--- config.mk ---
export PLATFORM = sky130hd
export DESIGN_NAME = shared_mult_arbiter
export DESIGN_NICKNAME = d
export VERILOG_FILES = /design/src/rtl/shared_mult_arbiter.sv
export SDC_FILE = /design/constraint.sdc
export NUM_CORES = 1
export LEC_CHECK = 0
export BUFFER_PORTS_ARGS = -buffer_cell sky130_fd_sc_hd__buf_2
export CAP_MARGIN = 20
export CORE_UTILIZATION = 40
export DETAILED_ROUTE_END_ITERATION = 10
export PLACE_DENSITY_LB_ADDON = 0.3
export SLEW_MARGIN = 20
export SYNTH_ARGS = -nofsm -noshare
export SYNTH_HDL_FRONTEND = slang
export SYNTH_SLANG_ARGS = --single-unit
--- constraint.sdc ---
create_clock -name clk_in -period 7.4 [get_ports clk_in]
set_input_delay 1.48 -clock clk_in [delete_from_list [all_inputs] [get_ports clk_in]]
set_output_delay 1.48 -clock clk_in [all_outputs]
set_load 0.01 [all_outputs]
--- src/rtl/shared_mult_arbiter.sv ---
// shared_mult_arbiter
// One pipelined unsigned WIDTH x WIDTH multiplier, time-shared between two
// requesters. Round-robin arbitration picks the requester, and each requester
// gets its product back on its own valid/ready result channel.
//
// Ports
//   clk_in, rst_n_in               clock, asynchronous active-low reset
//   a0_in, b0_in, req0_valid_in    requester 0 operands and valid
//   req0_ready_out                 requester 0 operands accepted this cycle
//   a1_in, b1_in, req1_valid_in    requester 1 operands and valid
//   req1_ready_out                 requester 1 operands accepted this cycle
//   q0_out, q0_valid_out           requester 0 product and valid
//   q0_ready_in                    requester 0 consumes the product
//   q1_out, q1_valid_out           requester 1 product and valid
//   q1_ready_in                    requester 1 consumes the product
//   busy_out                       some channel has an operation outstanding
//
// PIPE_STAGES counts the registers from operand acceptance to the result
// register, inclusive, and must be at least 1.
module shared_mult_arbiter #(
    parameter int WIDTH       = 8,
    parameter int PIPE_STAGES = 2
) (
    input  logic               clk_in,
    input  logic               rst_n_in,
    input  logic [WIDTH-1:0]   a0_in,
    input  logic [WIDTH-1:0]   b0_in,
    input  logic               req0_valid_in,
    output logic               req0_ready_out,
    input  logic [WIDTH-1:0]   a1_in,
    input  logic [WIDTH-1:0]   b1_in,
    input  logic               req1_valid_in,
    output logic               req1_ready_out,
    output logic [2*WIDTH-1:0] q0_out,
    output logic               q0_valid_out,
    input  logic               q0_ready_in,
    output logic [2*WIDTH-1:0] q1_out,
    output logic               q1_valid_out,
    input  logic               q1_ready_in,
    output logic               busy_out
);

    localparam int PW = 2 * WIDTH;

    typedef enum logic [1:0] {
        CH_IDLE = 2'd0,
        CH_BUSY = 2'd1,
        CH_DONE = 2'd2
    } ch_state_t;

    ch_state_t        state_q [2];
    ch_state_t        state_d [2];
    logic [1:0]       req_valid;
    logic [1:0]       res_ready;
    logic [1:0]       elig;
    logic [1:0]       grant;
    logic [1:0]       land;
    logic [1:0]       consume;
    logic             last_grant;
    logic             xfer;
    logic             xfer_ch;
    logic [WIDTH-1:0] a_sel;
    logic [WIDTH-1:0] b_sel;
    logic [PW-1:0]    prod_c;
    logic [PW-1:0]    prod_out;
    logic             vld_out;
    logic             tag_out;
    logic [PW-1:0]    q_q [2];

    function automatic logic [PW-1:0] full_product(input logic [WIDTH-1:0] a,
                                                   input logic [WIDTH-1:0] b);
        return PW'(a) * PW'(b);
    endfunction

    assign req_valid = {req1_valid_in, req0_valid_in};
    assign res_ready = {q1_ready_in, q0_ready_in};

    // Arbitration. Holding off eligibility while reset is asserted keeps the
    // ready outputs low for the whole reset period.
    always_comb begin
        elig  = '0;
        grant = '0;
        for (int i = 0; i < 2; i++) begin
            elig[i] = rst_n_in && req_valid[i] && (state_q[i] == CH_IDLE);
        end
        if (elig == 2'b11) begin
            grant = last_grant ? 2'b01 : 2'b10;
        end else begin
            grant = elig;
        end
    end

    assign xfer    = |grant;
    assign xfer_ch = grant[1];
    assign a_sel   = xfer_ch ? a1_in : a0_in;
    assign b_sel   = xfer_ch ? b1_in : b0_in;
    assign prod_c  = full_product(a_sel, b_sel);

    always_ff @(posedge clk_in or negedge rst_n_in) begin
        if (!rst_n_in) begin
            last_grant <= 1'b1;
        end else if (xfer) begin
            last_grant <= xfer_ch;
        end
    end

    // Stage p0 .. p(PIPE_STAGES-2): product and channel tag in flight.
    // Only the valid bits are reset; the data follows whatever they qualify.
    generate
        if (PIPE_STAGES == 1) begin : g_direct
            assign prod_out = prod_c;
            assign vld_out  = xfer;
            assign tag_out  = xfer_ch;
        end else begin : g_pipe
            localparam int D = PIPE_STAGES - 1;
            logic [PW-1:0] prod_p [D];
            logic          tag_p  [D];
            logic          vld_p  [D];

            always_ff @(posedge clk_in or negedge rst_n_in) begin
                if (!rst_n_in) begin
                    for (int k = 0; k < D; k++) begin
                        vld_p[k] <= 1'b0;
                    end
                end else begin
                    vld_p[0] <= xfer;
                    for (int k = 1; k < D; k++) begin
                        vld_p[k] <= vld_p[k-1];
                    end
                end
            end

            always_ff @(posedge clk_in) begin
                prod_p[0] <= prod_c;
                tag_p[0]  <= xfer_ch;
                for (int k = 1; k < D; k++) begin
                    prod_p[k] <= prod_p[k-1];
                    tag_p[k]  <= tag_p[k-1];
                end
            end

            assign prod_out = prod_p[D-1];
            assign vld_out  = vld_p[D-1];
            assign tag_out  = tag_p[D-1];
        end
    endgenerate

    assign land[0] = vld_out & ~tag_out;
    assign land[1] = vld_out & tag_out;

    always_comb begin
        consume = '0;
        for (int i = 0; i < 2; i++) begin
            consume[i] = (state_q[i] == CH_DONE) && res_ready[i];
        end
    end

    // Result registers: written when the channel's product leaves the
    // pipeline, otherwise hold the last product.
    always_ff @(posedge clk_in or negedge rst_n_in) begin
        if (!rst_n_in) begin
            q_q[0] <= '0;
            q_q[1] <= '0;
        end else begin
            for (int i = 0; i < 2; i++) begin
                if (land[i]) begin
                    q_q[i] <= prod_out;
                end
            end
        end
    end

    always_ff @(posedge clk_in or negedge rst_n_in) begin
        if (!rst_n_in) begin
            state_q[0] <= CH_IDLE;
            state_q[1] <= CH_IDLE;
        end else begin
            state_q[0] <= state_d[0];
            state_q[1] <= state_d[1];
        end
    end

    // With a single stage the product lands on the accepting edge, so IDLE
    // can go straight to DONE.
    always_comb begin
        for (int i = 0; i < 2; i++) begin
            state_d[i] = state_q[i];
            case (state_q[i])
                CH_IDLE: begin
                    if (land[i]) begin
                        state_d[i] = CH_DONE;
                    end else if (grant[i]) begin
                        state_d[i] = CH_BUSY;
                    end
                end
                CH_BUSY: begin
                    if (land[i]) begin
                        state_d[i] = CH_DONE;
                    end
                end
                CH_DONE: begin
                    if (consume[i]) begin
                        state_d[i] = CH_IDLE;
                    end
                end
                default: state_d[i] = CH_IDLE;
            endcase
        end
    end

    always_comb begin
        req0_ready_out = grant[0];
        req1_ready_out = grant[1];
        q0_valid_out   = (state_q[0] == CH_DONE);
        q1_valid_out   = (state_q[1] == CH_DONE);
        q0_out         = q_q[0];
        q1_out         = q_q[1];
        busy_out       = (state_q[0] != CH_IDLE) || (state_q[1] != CH_IDLE);
    end

endmodule

# [Word level (Yosys, flattened, before mapping)]
# Memory sizes are Yosys's and may differ from the RTL's.
# Cells that the tools add are included.
[word_totals] ff_bits=38 mem_bits_rw=17 inputBits=38 output_inout_bits=37 elab_cells=51 mem_count=2
[classes] n_mul=1 n_eq_ne=11 muxes=14 bitwise_logic=3 n_reduce_logical=14
[mem_list] name="g_pipe.prod_p" words=1 width=16 rd=1 rd_ports_with_merged_regs=0 write_ports=1 line="116" text="logic [PW-1:0] prod_p [D];"
[mem_list] name="g_pipe.tag_p" words=1 width=1 rd=1 rd_ports_with_merged_regs=0 write_ports=1 line="117" text="logic tag_p [D];"
[ops] cell="$mux 2" count=10
[ops] cell="$mul 8x8->16" count=1
[ops] cell="$mux 8" count=2
[ops] cell="$pmux 2 s3" count=2
[ops] cell="$eq 2x2->1 const B" count=3
[ops] cell="$logic_and 1x1->1" count=6
[ops] cell="$ne 3x3->1 const B" count=2
[ops] cell="$reduce_and 3->1" count=2
[ops] cell="$eq 2x1->1 const B" count=2
[ops] cell="$logic_not 2->1" count=2
[ops] cell="$ne 2x1->1 const B" count=2
[ops] cell="$ne 2x2->1 const B" count=2
[ops] cell="$reduce_bool 2->1" count=2
[ops] cell="$and 1x1->1" count=2
[ops] cell="$reduce_or 2->1" count=1
[ops] cell="$logic_or 1x1->1" count=1
[ops] cell="$not 1->1" count=1

# [Longest topological paths before layout]
# Gate-level depths: netlist (run 1).
[depth] word_depth=7 mapped_depth=22

# [Worst setup path after synthesis (run 1)]
# OpenSTA, ideal clock, no wires.
[synth_timing] path_kind="input-to-reg" from="input req0_valid_in" to="memory g_pipe.prod_p[0][14] in the netlist's numbering" setup_ps=72 arrival_ps=5668 slack_ps=1660 path_stages=20 n_path_buf=1 path_cell_list="nor3b_2 nand2_1 nand4_1 inv_2 buf_6 and3_1 a31oi_1 fa_1 fa_1 inv_1 fa_1 inv_1 fa_1 inv_1 ha_1 nand3_1 o211ai_2 nor4_2 o41ai_2 xor2_1"
[synth_between] elab_chain_cells=6 elab_cells_between_ends=7 classes_between="mul (1); eq/ne (1); mux (3); reduce/logical (2)"
[synth_rtl] item="from (decl)" line="28" text="input logic req0_valid_in,"
[synth_rtl] item="$logic_and 1x1->1 * (2 in a row)" line="84" text="elig[i] = rst_n_in && req_valid[i] && (state_q[i] == CH_IDLE);"
[synth_rtl] item="$eq 2x2->1 *" line="86" text="if (elig == 2'b11) begin"
[synth_rtl] item="$mux 2 *" line="86"
[synth_rtl] item="$mux 8, on equally long branches" line="95, 96"
[synth_rtl] item="$mul 8x8->16 *" line="72" text="return PW'(a) * PW'(b);"
[synth_rtl] item="net prod_c[14]" line="64" text="logic [PW-1:0] prod_c;"
[synth_rtl] item="to (decl)" line="116"
# The timed path passes the listed nets; every way through them passes the cells marked *.

# [Worst setup path in the final report (run 1)]
# Ends and elaborated chain as after synthesis.

==> reports/summary.txt, run 1 <==
FF+latch count, synth: 55
RSZ-0062 raised after global routing: no
Die span in x: 110 um
Peak VDD IR: 0.000258 V
Slew margin rel.: 48.0%
Detailed Place HPWL: 8.53 mm
Antenna Nets Post-Route: 0
Chip height: 110 um
CTS Sinks: 55
Leak: 2.73 nW
Antenna diodes: 0
Core area: 11400 um2
Commonest cells in the netlist: nand3_1, nand2_1, inv_1
Final worst path period share: 83.0%
EDFF count, synth: 0
Status: complete, no violations
Register area: 1290 um2
First drt pass iteration count: 5
Clock Skews: 0.00349 ns
Final setup vio count: 0
Synth top area share: 19.9%
Hold Crit Class: flip-flop to flip-flop
CTS tree: done
Most frequent CP cell: fa_1
Pins Over Slew Limit: 0
WL final: 11.2 mm
Pwr Density: 410 nW/um2
H-tree levels: 2
Hold_buf cts: 0
CTS Buffer Depth: 2
Layout area overhead: 10.6%
Most numerous cell in the Yosys netlist: nand3_1
Async SR Flop Fraction: 69.1%
Wire per inst: 15.7 um
Fmax: 0.163 GHz
Setup TNS: 0 ns
Post-CTS Setup Inserts: 0
Largest net degree at the start of global routing: 65
Sequential share of the synthesized area: 27.8%
CTS root buf: clkbuf_16
Critical Path AT: 6.35 ns
Post-route DRC: 0
Average size of a mapped cell: 8.87 um2
Vias in the first global route: 3889
Slew of the pin with the lowest slew margin: 0.779 ns
Row count: 39
Clock buffer count from CTS: 5
Filler cells: 1138
Iter 0 DRT Violations: 311
Critical path endpoint category: flip-flop
GP Congestion: 0.873
Total track usage: 19.8%
Area of the multi-input gates: 2920 um2
Initial Util: 40.9%
Cells after synthesis: 524
Post-synth top area cell: dfrtp_1
Area contributors post-synth: dfrtp_1, fa_1, nand3_1
Initial antenna violation count: 0
Clock slew at reported path FFs: 0.06 ns
Die footprint: 12100 um2
Via/cell ratio: 5.47
Setup crit start kind: primary input
Yosys Warn Count: 0
Req. time, crit path: 7.61 ns
First-pass GRT wire length: 18.6 mm
Skew-Pair Late Insertion Delay: 0.28 ns
Total grt overflow: 0
Port bufs: 74
Crit path max-delay cell type: buf_4
Worst path cell trace: buf_2, nor3b_2, nand2_1, nand4_1, buf_4, a31oi_1, fa_1, fa_1, inv_1, fa_1, inv_1, fa_1, inv_1, ha_1, nand3_1, o211ai_2, nor4_2, o41ai_2, xor2_1
Max-capacitance violation count: 0
Post-Synthesis Cell Area: 4650 um2
Hold_ws: 0.469 ns
Min cycle time layout: 6.14 ns
Most used DFF post-synth: dfrtp_1
CTS-repair resized insts: 0
Unique masters post-synth: 39
Vias: 3886
Kind of critical path: primary input to flip-flop
Nets: 677
Fraction of layout cells with a size suffix above 1: 21.7%
CP Max Fanout: 64
I/O pin total: 75
Final hold vios: 0
CP peak stage delay: 0.55 ns
Syn nets: 634
-- final timing paths --
kind	depth (start not counted)	start	end	slack [ns]
setup reg to reg	18	state_q[3]	g_pipe.prod_p[0][14]	2.06
setup / recovery	19	req0_valid_in	g_pipe.prod_p[0][14]	1.26
min in group asynchronous	2	rst_n_in	q1_out[4]	1.27
max in group asynchronous	2	rst_n_in	last_grant	5.78
hold reg to reg	1	g_pipe.tag_p[0]	state_q[0]	0.47
hold / removal	1	g_pipe.tag_p[0]	state_q[0]	0.47
-- cell usage in the layout, fill, tap and decap left out, types with 2 or more instances in the layout --
cell,n
nand3_1,110
buf_2,74
nand2_1,64
inv_1,53
dfrtp_1,37
fa_1,36
ha_1,36
mux2_2,32
dfxtp_1,17
nor2_1,15
and3_1,12
a31oi_1,12
a21oi_1,12
o21ai_0,7
xnor2_1,6
nor2b_1,5
clkbuf_16,5
buf_4,5
xor2_1,4
nand2b_1,3
o211ai_1,2
nor3_1,2
a211oi_1,2
clkbuf_1,2
-- power breakdown --
group / switching (mW) / internal, mW
Sequential: 0.0704 / 0.456
Combinational: 0.771 / 0.592
Clock: 0.0943 / 0.125
Total: 0.936 / 1.17
-- worst max-delay path: cells and delay by family --
| family | cells | cell delay (ns) |
|---|---|---|
| compound gates | 3 | 0.74 |
| xor+xnor | 1 | 0.20 |
| fa+ha+maj | 5 | 2.47 |
| buf+inv | 5 | 0.76 |
| simple gates | 5 | 0.66 |
-- kinds of logic (layout without fill, tap and decap cells) --
family | Yosys count | count (layout) | synth area share (%)
xor gates and xnor gates | 10 | 10 | 1.88
and+or+nand+nor | 216 | 216 | 22.1
adders and majority gates | 72 | 72 | 25.2
muxes | 32 | 32 | 7.75
DFF | 55 | 55 | 27.8
buffers and inverters | 97 | 141 | 9.39
AOI/OAI and AO/OA | 42 | 42 | 5.87
-- layer usage --
metal	vias to the layer above	share of wire [%]	global-route usage (%)
met5	-	0	0
met4	0	1.9	7.14
met3	14	5.9	2.13
met2	143	47	34.3
met1	1891	45	25.3
li1	1838	-	-
-- through the flow --
stage          worst slack (ns)  instance area, um2  util (%)  std cells  total power, mW
6_report                   1.26                5140      45.2        711             2.11
5_1_grt                   0.873                5140      45.2        711             2.34
4_1_cts                    1.31                5140      45.2        711             2.13
3_5_place_dp               1.02                5000      44.0        703             1.89
3_3_place_gp               1.13                5000      44.0        703             1.86
2_1_floorplan              1.66                4650         -        524             1.56
-- state kept, by name, summed over array words and instances, names as in the netlist --
name	cells
g_pipe.tag_p	1
q1_out	16
last_grant	1
state_q	4
g_pipe.vld_p	1
q0_out	16
g_pipe.prod_p	16
-- cell type report --
type / instances / area share (%)
clock buffer: 7 / 2.58
timing repair buffer: 79 / 7.94
sequential: 55 / 25.2
clock inverter: 1 / 0.0974
tap: 143 / 3.48
inverter: 54 / 3.94
multi-input combinational: 372 / 56.8
Power figures use the tool's default switching activity.
==> run 2: changes to the inputs <==
- clock period: 7.4 -> 6.2 ns (I/O delays scaled with it)
==> reports/summary.txt, run 2 (same netlist as run 1, synthesis figures left out) <==
Row count: 39 (unchanged)
CP peak stage delay: 0.54 ns (about the same)
Area of placed instances: 5020 um2 (+0.40%)
Pwr Density: 489 nW/um2 (+19%)
Pins Over Slew Limit: 0 (unchanged)
Most frequent cells in the layout: nand3_1, buf_2, nand2_1
Vias: 3867 (-0.49%)
GP Congestion: 0.869 (-0.39%)
Top delay family on crit path: adder cells
Status: complete, no violations
Req. time, crit path: 6.39 ns (-1.22 ns)
Crit path buf inv count: 5 (unchanged)
CTS tree: done
Skew-Pair Late Insertion Delay: 0.29 ns (about the same)
Final setup vio count: 0 (unchanged)
Filler cells: 1130 (-0.70%)
Die span in x: 110 um (unchanged)
Port bufs: 74 (unchanged)
RSZ-0062 raised after global routing: no
Critical path endpoint category: flip-flop
First-pass GRT wire length: 18.4 mm (-1.1%)
Peak VDD IR: 0.000309 V (+20%)
Post-route DRC: 0 (unchanged)
CTS root buf: clkbuf_16
CTS Sinks: 55 (unchanged)
Fraction of layout cells with a size suffix above 1: 22.1% (+0.49 points)
Layout area overhead: 11.4%
Clock Skews: 0.00504 ns (+0.00155 ns)
Hold_buf cts: 0 (unchanged)
Final worst path period share: 92.1%
Slew margin rel.: 49.6% (+1.7 points)
CP Max Fanout: 21 (-67%)
Leak: 2.74 nW (+0.61%)
Chip height: 110 um (unchanged)
Initial antenna violation count: 0 (unchanged)
Post-CTS Setup Inserts: 0 (unchanged)
WL final: 11.0 mm (-1.3%)
Fmax: 0.175 GHz
Slew of the pin with the lowest slew margin: 0.754 ns (-0.0247 ns)
Antenna Nets Post-Route: 0 (unchanged)
Total track usage: 19.6% (-0.18 points)
Power after layout: 2.53 mW (+20%)
Detailed Place HPWL: 8.50 mm (-0.37%)
Min cycle time layout: 5.71 ns
H-tree levels: 2 (unchanged)
Setup crit start kind: primary input
Final hold vios: 0 (unchanged)
Post-route setup slack: 0.492 ns (-0.768 ns)
Kind of critical path: primary input to flip-flop
Setup TNS: 0 ns (unchanged)
Clock slew at reported path FFs: 0.07 ns (about the same)
Antenna diodes: 0 (unchanged)
Max-capacitance violation count: 0 (unchanged)
Nets: 678 (+0.15%)
Vias in the first global route: 3831 (-1.5%)
Initial Util: 40.9% (unchanged)
Iter 0 DRT Violations: 244 (-22%)
Worst path cell trace: buf_2, nor3b_2, nand2_1, nand4_1, inv_2, buf_4, nand3_1, nand2_1, fa_1, fa_1, fa_1, inv_1, fa_1, inv_1, ha_1, o211ai_1, a21oi_1, o211ai_1, o311ai_0
Die footprint: 12100 um2 (unchanged)
Wire per inst: 15.5 um (-1.4%)
Via/cell ratio: 5.43 (-0.63%)
CTS Buffer Depth: 2 (unchanged)
Hold Crit Class: flip-flop to flip-flop
First drt pass iteration count: 5 (unchanged)
CTS-repair resized insts: 0 (unchanged)
Largest net degree at the start of global routing: 65 (unchanged)
Worst Setup Slack post-DPL: 0.200 ns (-0.821 ns)
Critical Path AT: 5.89 ns (-0.46 ns)
I/O pin total: 75 (unchanged)
Most common cell after layout, fill and taps aside: nand3_1
Clock buffer count from CTS: 5 (unchanged)
Most frequent CP cell: fa_1
Total grt overflow: 0 (unchanged)
Core area: 11400 um2 (unchanged)
Crit path max-delay cell type: fa_1
Design area: 5180 um2 (+0.73%)
-- run 2: power by group --
part / leakage [nW] / switching [mW] / internal [mW]
logic: 2.06 / 0.908 / 0.712
clock network: 0.0731 / 0.119 / 0.161
registers: 0.613 / 0.0854 / 0.544
-- run 2: layer usage --
layer / routed length, um / global-route usage, % / up-vias
met5: 0 / 0 / -
met2: 5180 / 33.2 / 152
met1: 4840 / 24.8 / 1847
met4: 263 / 8.76 / 0
met3: 731 / 2.49 / 25
li1: - / - / 1843
-- run 2: path summary, 6_finish.rpt --
kind,from,to,slack (ns),cells after the start
min in group asynchronous,rst_n_in,q1_out[4],1.03,2
worst max register to register,state_q[3],g_pipe.prod_p[0][14],1.07,19
worst min register to register,g_pipe.tag_p[0],state_q[0],0.45,1
worst max-delay path,req0_valid_in,g_pipe.prod_p[0][13],0.49,19
worst min-delay path,g_pipe.tag_p[0],state_q[0],0.45,1
max in group asynchronous,rst_n_in,last_grant,4.82,2
-- run 2: worst register-to-register path, cell delays in order, from the launching register on --
cell      delay [ns]
dfrtp_1         0.42
nor3b_2         0.28
nand2_1         0.08
nand4_1         0.23
inv_2           0.19
and3_1          0.23
a31oi_1         0.19
fa_1            0.48
fa_1            0.54
inv_1           0.06
fa_1            0.52
inv_1           0.05
fa_1            0.52
inv_1           0.04
ha_1            0.35
nand3_1         0.12
o211ai_2        0.22
nor4_2          0.08
o41ai_2         0.30
xor2_1          0.17
-- run 2: layout make-up --
cell class	count	area, um2	share of cell area [%]
multi-input cells	372	2920	56.4
flip-flops and latches	55	1290	25.0
repair buffers	80	428	8.27
inverters	54	203	3.92
well taps	143	179	3.46
clock buffers	6	139	2.68
clock inverters	2	16.3	0.314
-- run 2: metrics by stage --
step | util (%) | hold slack (ns) | instances
after global placement | 44.2 | 0.443 | 704
after CTS | 45.5 | 0.455 | 712
after global routing | 45.5 | 0.485 | 712
final | 45.5 | 0.453 | 712
after detailed placement | 44.2 | 0.449 | 704
after floorplan | - | 0.433 | 524
==> run 3: changes to the inputs <==
- ABC_AREA: not set -> 1
- SLEW_MARGIN: 20 -> not set
==> reports/summary.txt, run 3 <==
Status: complete, no violations
Area contributors post-synth: dfrtp_1, fa_1, nand2_1
Total grt overflow: 0 (unchanged)
Final setup vio count: 0 (unchanged)
Setup crit start kind: primary input
Clock buffer count from CTS: 5 (unchanged)
Die span in x: 110 um (+0.52%)
I/O pin total: 75 (unchanged)
Final worst path period share: 86.2% (-5.8 points)
Cells after synthesis: 587 (+12%)
Layout area overhead: 13.3%
Most frequent cells in the layout: nand2_1, inv_1, buf_2
HP Start: g_pipe.prod_p[0][6]
Slew margin rel.: 33.3% (-16 points)
Skew-Pair Late Insertion Delay: 0.29 ns (about the same)
Largest net degree at the start of global routing: 40 (-38%)
Clock slew at reported path FFs: 0.07 ns (about the same)
Port bufs: 74 (unchanged)
Antenna diodes: 0 (unchanged)
CTS Sinks: 55 (unchanged)
Via/cell ratio: 4.65 (-14%)
Pins Over Slew Limit: 0 (unchanged)
Hold Crit Class: flip-flop to flip-flop
First drt pass iteration count: 4 (-1)
Initial Util: 41.1% (+0.26 points)
Most numerous cell in the Yosys netlist: nand2_1
FF-to-FF End: g_pipe.prod_p[0][11]
Post-CTS Setup Inserts: 0 (unchanged)
RSZ-0062 raised after global routing: no
Worst hold path endpoint: q1_out[6]
First-pass GRT wire length: 16.3 mm (-11%)
FF-to-FF path depth: 24 (+5)
Commonest cells in the netlist: nand2_1, inv_1, nor2_1
Hold_buf cts: 0 (unchanged)
Yosys Warn Count: 0 (unchanged)
Antenna Nets Post-Route: 0 (unchanged)
Nets: 770 (+14%)
Detailed Place HPWL: 7.53 mm (-11%)
Fmax: 0.187 GHz (+6.7%)
Post-synth top area cell: dfrtp_1
EDFF count, synth: 0 (unchanged)
Reg2Reg Launch Point: state_q[0]
Wire per inst: 11.3 um (-27%)
Vias: 3737 (-3.4%)
Post-route DRC: 0 (unchanged)
Sequential share of the synthesized area: 27.5% (-0.30 points)
Synth top area share: 19.7% (-0.21 points)
Crit path launch: req0_valid_in
GP Congestion: 0.858 (-1.3%)
Critical path endpoint category: flip-flop
Iter 0 DRT Violations: 172 (-30%)
Final hold vios: 0 (unchanged)
CP Max Fanout: 35 (+67%)
Req. time, crit path: 6.39 ns (about the same)
Most used DFF post-synth: dfrtp_1
WL final: 9.07 mm (-18%)
CTS-repair resized insts: 0 (unchanged)
FF+latch count, synth: 55 (unchanged)
Setup TNS: 0 ns (unchanged)
Fraction of layout cells with a size suffix above 1: 19.5% (-2.6 points)
Total track usage: 16.6% (-3.0 points)
H-tree levels: 2 (unchanged)
Register area: 1290 um2 (unchanged)
CTS Buffer Depth: 2 (unchanged)
Most common cell after layout, fill and taps aside: nand2_1
Post-Synthesis Cell Area: 4700 um2 (+1.1%)
Row count: 39 (unchanged)
CTS root buf: clkbuf_16
Kind of critical path: primary input to flip-flop
Filler cells: 1151 (+1.9%)
Chip height: 110 um (+0.52%)
Clock Skews: 0.00557 ns (+0.000524 ns)
Core area: 11400 um2 (+0.43%)
Area of the multi-input gates: 2830 um2 (-2.9%)
Unique masters post-synth: 31 (-21%)
Max-capacitance violation count: 0 (unchanged)
Async SR Flop Fraction: 69.1% (unchanged)
Slew of the pin with the lowest slew margin: 0.999 ns (+0.245 ns)
Critical Path AT: 5.53 ns (-0.36 ns)
Average size of a mapped cell: 8.00 um2 (-9.8%)
Vias in the first global route: 3820 (-0.29%)
Hold path cells: 2 (+1)
Initial antenna violation count: 0 (unchanged)
Die footprint: 12200 um2 (+1.1%)
Syn nets: 697 (+9.9%)
CTS tree: done
Min cycle time layout: 5.35 ns (-0.361 ns)
R2r setup slk: 1.30 ns (+0.23 ns)
-- run 3: cell count changes after synthesis, moves of 7 or more --
cell / delta
nand3_1: -95
nand2_1: +83
inv_1: +66
nor2_1: +51
mux2_2: -32
o21ai_0: +25
clkbuf_1: -17
nand2_4: +17
a31oi_1: -12
and3_1: -11
o21ai_4: +10
buf_4: -7
-- run 3: logic make-up after synthesis --
family	count (synthesis)	synth area share, %
AO/OA/AOI/OAI	53	8.34
XOR/XNOR	7	1.30
AND/OR/NAND/NOR	265	25.8
buffers and inverters	135	12.2
flip-flops	55	27.5
adder cells (fa/ha/maj)	72	24.9
-- run 3: area by class of cell --
cell class / instances / area share [%]
multi-input cells: 397 / 53.3
well taps: 143 / 3.36
clock inverters: 3 / 0.517
flip-flops and latches: 55 / 24.3
repair buffers: 77 / 7.38
inverters: 124 / 8.84
clock buffers: 5 / 2.35
-- run 3: stage by stage --
step | area, um2 | utilization, % | instances | hold slack, ns | setup slack, ns
floorplan | 4700 | - | 587 | 0.442 | 1.10
global placement | 5170 | 45.3 | 796 | 0.448 | 0.623
detailed placement | 5170 | 45.3 | 796 | 0.454 | 0.539
CTS | 5320 | 46.6 | 804 | 0.463 | 0.837
global route | 5320 | 46.6 | 804 | 0.500 | 0.464
finish | 5320 | 46.6 | 804 | 0.460 | 0.853
-- run 3: worst max path at each step --
stage                                 to  depth (start not counted)
floorplan           g_pipe.prod_p[0][11]                         24
global placement     g_pipe.prod_p[0][9]                         21
detailed placement  g_pipe.prod_p[0][15]                         24
CTS                 g_pipe.prod_p[0][11]                         24
global route        g_pipe.prod_p[0][12]                         24
finish              g_pipe.prod_p[0][15]                         24
-- run 3: layer usage --
metal | vias up | global-route usage, % | part of all wire [%]
li1 | 1909 | - | -
met1 | 1757 | 21.4 | 48
met2 | 63 | 29.7 | 48
met3 | 8 | 1.47 | 2.6
met4 | 0 | 3.95 | 1.2
met5 | - | 0 | 0
-- run 3: worst max-delay path: stages --
cell and delay [ns]:
buf_2 0.07, inv_1 0.03, nor2_2 0.15, nand2_4 0.10
nand2_8 0.30, buf_4 0.24, nand2_4 0.06, nand2_4 0.10
nor2_1 0.08, fa_1 0.56, fa_1 0.45, fa_1 0.56
inv_1 0.06, fa_1 0.53, inv_1 0.04, ha_1 0.36
nand2_1 0.08, nand2_1 0.07, nand2_1 0.12, nand2_1 0.06
nand2_1 0.08, nand3_1 0.08, nand2_1 0.06, nand2_1 0.04
Power of run 3 is not shown: default switching activity piles up to over one toggle a cycle in this logic, so the estimate is an artifact.
